[config.mk]
export PLATFORM = sky130hd
export DESIGN_NAME = axi_wr_frame_gen
export DESIGN_NICKNAME = d
export VERILOG_FILES = /design/src/rtl/axi_wr_frame_gen.sv
export SDC_FILE = /design/constraint.sdc
export NUM_CORES = 1
export LEC_CHECK = 0
export CAP_MARGIN = 20
export CORE_MARGIN = 1
export CORE_UTILIZATION = 45
export CTS_BUF_LIST = sky130_fd_sc_hd__clkbuf_2 sky130_fd_sc_hd__clkbuf_4 sky130_fd_sc_hd__clkbuf_8
export CTS_CLUSTER_DIAMETER = 120
export DETAILED_ROUTE_END_ITERATION = 7
export GPL_TIMING_DRIVEN = 0
export PLACE_DENSITY_LB_ADDON = 0.12
export SLEW_MARGIN = 5
export SYNTH_ARGS = -nofsm -noshare
export SYNTH_HDL_FRONTEND = slang
export SYNTH_SLANG_ARGS = --single-unit
[constraint.sdc]
create_clock -name clk -period 9.1 [get_ports clk]
set_input_delay 1.365 -clock clk [delete_from_list [all_inputs] [get_ports clk]]
set_output_delay 1.365 -clock clk [all_outputs]
set_load 0.03 [all_outputs]
[src/rtl/axi_wr_frame_gen.sv]
// AXI-style incrementing write burst to array write-frame converter.
// Splits each burst into row-bounded sof..eof groups and waits for wr_done after each group.
module axi_wr_frame_gen #(
  parameter int AXI_ADDR_WIDTH  = 20,
  parameter int AXI_DATA_WIDTH  = 64,
  parameter int AXI_FRAME_WIDTH = AXI_ADDR_WIDTH + AXI_DATA_WIDTH + 3,
  parameter int AXI_RADDR_WIDTH = 14,
  parameter int AXI_CADDR_WIDTH = AXI_ADDR_WIDTH - AXI_RADDR_WIDTH
) (
  input  logic                       clk,
  input  logic                       rst,
  input  logic [AXI_ADDR_WIDTH-1:0]  awaddr,
  input  logic [7:0]                 awlen,
  input  logic                       awvalid,
  output logic                       awready,
  input  logic [AXI_DATA_WIDTH-1:0]  wdata,
  input  logic                       wlast,
  input  logic                       wvalid,
  output logic                       wready,
  output logic [1:0]                 bresp,
  output logic                       bvalid,
  input  logic                       bready,
  output logic [AXI_FRAME_WIDTH-1:0] axi_frame_wr_data,
  output logic                       axi_frame_wr_valid,
  input  logic                       axi_frame_wr_ready,
  input  logic                       wr_done
);

  typedef enum logic [1:0] {IDLE, DATA, WAIT_DONE, RESP} state_t;

  state_t                      state_q, state_d;
  logic [AXI_ADDR_WIDTH-1:0]   addr_q;
  logic [8:0]                  rem_q;
  logic                        first_q, err_q, awready_q, fvalid_q;
  logic [AXI_FRAME_WIDTH-1:0]  frame_q;

  logic aw_fire, w_fire, last_beat, beat_eof;

  assign aw_fire   = awready_q && awvalid && (state_q == IDLE);
  assign w_fire    = wready && wvalid;
  assign last_beat = (rem_q == 9'd1);
  // Column all-ones closes the row group even when beats remain.
  assign beat_eof  = last_beat || (&addr_q[AXI_CADDR_WIDTH-1:0]);

  assign awready            = awready_q;
  assign axi_frame_wr_valid = fvalid_q;
  assign axi_frame_wr_data  = frame_q;

  always_comb begin
    state_d = state_q;
    wready  = 1'b0;
    bvalid  = 1'b0;
    bresp   = 2'b00;
    case (state_q)
      IDLE:      if (aw_fire) state_d = DATA;
      DATA: begin
        wready = !fvalid_q || axi_frame_wr_ready;
        if (w_fire && beat_eof) state_d = WAIT_DONE;
      end
      WAIT_DONE: if (wr_done) state_d = (rem_q == 9'd0) ? RESP : DATA;
      RESP: begin
        bvalid = 1'b1;
        bresp  = err_q ? 2'b10 : 2'b00;
        if (bready) state_d = IDLE;
      end
      default:   state_d = IDLE;
    endcase
  end

  always_ff @(posedge clk or posedge rst) begin
    if (rst) begin
      state_q   <= IDLE;
      addr_q    <= '0;
      rem_q     <= '0;
      first_q   <= 1'b0;
      err_q     <= 1'b0;
      awready_q <= 1'b0;
      fvalid_q  <= 1'b0;
      frame_q   <= '0;
    end else begin
      state_q   <= state_d;
      awready_q <= (state_d == IDLE);
      if (aw_fire) begin
        addr_q  <= awaddr;
        rem_q   <= {1'b0, awlen} + 9'd1;
        first_q <= 1'b1;
        err_q   <= 1'b0;
      end
      if (w_fire) begin
        frame_q  <= {first_q, beat_eof, 1'b1, addr_q, wdata};
        fvalid_q <= 1'b1;
        addr_q   <= addr_q + 1'b1;
        rem_q    <= rem_q - 9'd1;
        first_q  <= beat_eof;
        // Beat count is authoritative; wlast only flags a mismatch.
        if (wlast != last_beat) err_q <= 1'b1;
      end else if (fvalid_q && axi_frame_wr_ready) begin
        fvalid_q <= 1'b0;
      end
    end
  end

endmodule

==> key figures <==
Status
  • Outcome: complete, but fails checks
  • Failing checks: DRC

Clock network
  • Clk_lat worst skew: 0.44 ns
  • CTS sink cnt: 122
  • TritonCTS buffer count: 17
  • CTS H-tree depth: 4
  • Setup bufs post-CTS: 0
  • CTS tree: yes
  • Cells resized by post-CTS repair: 0
  • CTS max path bufs: 2
  • Clock transition at path regs: 0.06 ns
  • Hold_buf cts: 0
  • CTS root buf: clkbuf_8

Finish
  • Final std cells w/o fill: 989
  • Synth-to-layout area growth: 46.5%
  • Antenna cells: 0
  • Layout cell share with drive strength beyond 1: 5.91%
  • Post-layout nets: 939
  • Fill count: 1002
  • Finished layout cell area: 8000 sq um

Setup path
  • Sequence of cells on the critical path: clkdlybuf4s50_1 > nor2b_1 > nor2_1 > clkdlybuf4s50_1
  • Crit path launch: axi_frame_wr_ready
  • Critical path endpoint category: output pin
  • RR Endpoint: axi_frame_wr_data[66]
  • Worst R2R Start: state_q[1]
  • Critical path's slowest cell: clkdlybuf4s50_1
  • Crit-path most repeated cell: clkdlybuf4s50_1
  • Setup crit start kind: primary input
  • CP arrival: 2.77 ns
  • Critical path fanouts, max: 5
  • Data required time at the worst endpoint: 7.74 ns
  • Worst path max stage delay: 0.60 ns
  • R2R setup slack: 6.84 ns
  • Worst-case reg-to-reg path depth: 7
  • WS Path Type: in2out

Timing
  • Final Cycle Share: 45.4%
  • Clock skew: 0.00690 ns
  • Final Hold Viols: 0
  • RSZ-0062 raised after global routing: no
  • Fin. max-slew vios: 0
  • Setup TNS: 0 ns
  • Slew Limit Headroom: 40.6%
  • Tmin final: 4.13 ns
  • Max Clk Rate: 242 MHz
  • Worst-Margin Slew: 0.887 ns
  • # setup viols final: 0

Floorplan
  • Die area: 12600 sq um
  • Chip height: 112 um
  • Starting density of the core: 47.0%
  • Core Rows: 39
  • Die extent in x: 112 um
  • # IOs: 193
  • Core outline area: 11600 sq um

Hold path
  • WHS Endpoint: axi_frame_wr_data[76]
  • Hold depth: 2
  • Hold WC Path Type: reg2reg
  • Worst hold path startpoint: axi_frame_wr_data[76]

Power and ir drop
  • Sequential share of power: 35.8%
  • Internal power: 1.50 mW
  • Sw frac: 40.8%
  • Peak supply drop: 0.000185 V
  • Switching pwr: 1.03 mW
  • Clock Power Share: 20.1%
  • Leak pwr: 3.71 nW
  • Total power per unit cell area: 316 nW/um^2
  • Comb pwr share: 44.2%

Synth
  • Post-Syn Instances: 623
  • Post-synth EDFFs: 0
  • Mapped Nets: 728
  • Post-Syn Area: 5460 sq um
  • Syn avg cell area: 8.77 sq um
  • Synth Warn #: 0
  • Sequential share of the synthesized area: 55.9%
  • Synth async-reset ratio: 100%
  • Most used DFF post-synth: dfrtp_1
  • Unique cell type count in the Yosys netlist: 59
  • #FFs+latches synth: 122

Global route
  • Remaining global-route overflow: 0
  • Antenna violations before repair: 0
  • Vias in the first global route: 5203
  • Global-route usage over all layers: 26.0%
  • Pin count of the biggest net entering global routing: 87
  • First-pass GRT wire length: 25.3 mm

Placed design
  • Port bufs: 191
  • Placed inst area: 7580 sq um
  • Post-DP HPWL: 11.5 mm
  • Placed cells: 958
  • Placer Congestion: 0.883

Detailed routing
  • Final WL: 15.8 mm
  • 1st-iter DRT viols: 280
  • Detail Route Antenna Nets: 0
  • DRC viols: 9
  • Drt wl/cell: 16.0 um
  • Vias/cell: 5.29
  • Via count: 5227
  • DR pass1 iterations: 8

Run
  • Maxcap violations: 0
[registers in the layout, indices dropped and copies added, names as in the netlist]
signal / cells
addr_q: 20
awready: 1
axi_frame_wr_data: 87
axi_frame_wr_valid: 1
err_q: 1
first_q: 1
rem_q: 9
state_q: 2
[routing by layer]
layer  part of all wire, %  vias up  global-route usage (%)
met5                     0        -                       0
met4                   3.1        0                    11.7
met3                   7.7       37                    8.26
met2                    48      206                    43.1
met1                    41     2491                    31.2
li1                      -     2493                       -
[worst max-delay path, delay by kind of cell]
| family | cells | cell delay [ns] |
|---|---|---|
| and+or+nand+nor | 2 | 0.38 |
| buffers and inverters | 2 | 1.01 |
[power by group through the flow]
stage | sequential (mW) | clock (mW) | combinational [mW]
5_1_grt | 0.934 | 0.537 | 1.20
3_3_place_gp | 0.900 | 0 | 1.10
2_1_floorplan | 1.19 | 0 | 0.341
6_report | 0.905 | 0.507 | 1.12
3_5_place_dp | 0.910 | 0 | 1.12
4_1_cts | 0.903 | 0.517 | 1.13
[final cells by class]
type | instances | area, sq um | share of cell area (%)
clock inverter | 8 | 118 | 1.47
timing repair buffer | 192 | 1940 | 24.2
sequential | 122 | 3050 | 38.2
buffer | 35 | 146 | 1.83
inverter | 9 | 38.8 | 0.485
multi-input combinational | 457 | 2230 | 27.9
tap | 143 | 179 | 2.24
clock buffer | 23 | 298 | 3.72
[stage by stage]
stage	util, %	setup WS, ns	total power [mW]	hold WS [ns]
after floorplan	-	4.49	1.53	0.433
after global placement	65.0	2.77	2.00	0.451
after detailed placement	65.3	4.97	2.03	0.454
after CTS	68.9	4.96	2.55	0.478
after global routing	68.9	4.89	2.67	0.494
final	68.9	4.97	2.53	0.473
[cells by family after synthesis]
kind of cell	synth area share [%]
buffers and inverters	3.30
muxes	0.183
and+or+nand+nor	28.5
other	0.0687
DFF	55.9
adders and majority gates	1.15
xor gates and xnor gates	0.962
AOI/OAI and AO/OA	9.99
[how the worst max path moves through the flow]
stage	end	slack (ns)	cells past startpoint
2_1_floorplan	addr_q[0]	4.49	1
3_3_place_gp	axi_frame_wr_data[53]	2.77	2
3_5_place_dp	wready	4.97	4
4_1_cts	wready	4.96	4
5_1_grt	wready	4.89	4
6_report	wready	4.97	4
[cells in the mapped netlist, types with 4 or more instances]
cell | n | area (sq um)
nor3_1 | 7 | 35.0
ha_1 | 5 | 62.6
nand2_1 | 281 | 1050
a31oi_1 | 4 | 25.0
a211oi_1 | 5 | 37.5
a311oi_1 | 11 | 96.3
nand2b_1 | 4 | 25.0
clkbuf_1 | 23 | 86.3
buf_2 | 9 | 45.0
nand4_1 | 5 | 31.3
inv_1 | 8 | 30.0
o21ai_1 | 8 | 40.0
nand3_1 | 12 | 60.1
dfrtp_1 | 122 | 3050
nor4_1 | 7 | 43.8
a21oi_1 | 11 | 55.1
nor2_1 | 27 | 101
[cells in the final DEF (no fill, tap or decap), types with 4 or more instances in the layout]
cell type / n
nand2_1: 281
clkdlybuf4s50_1: 191
dfrtp_1: 122
nor2_1: 27
clkbuf_1: 23
clkbuf_8: 20
nand3_1: 12
a311oi_1: 11
a21oi_1: 11
buf_2: 9
o21ai_1: 8
nor4_1: 7
nor3_1: 7
inv_1: 7
nand4_1: 5
a211oi_1: 5
ha_1: 5
nand2b_1: 4
a31oi_1: 4
clkinv_2: 4
Note: power is estimated with default switching activity, not from simulation.
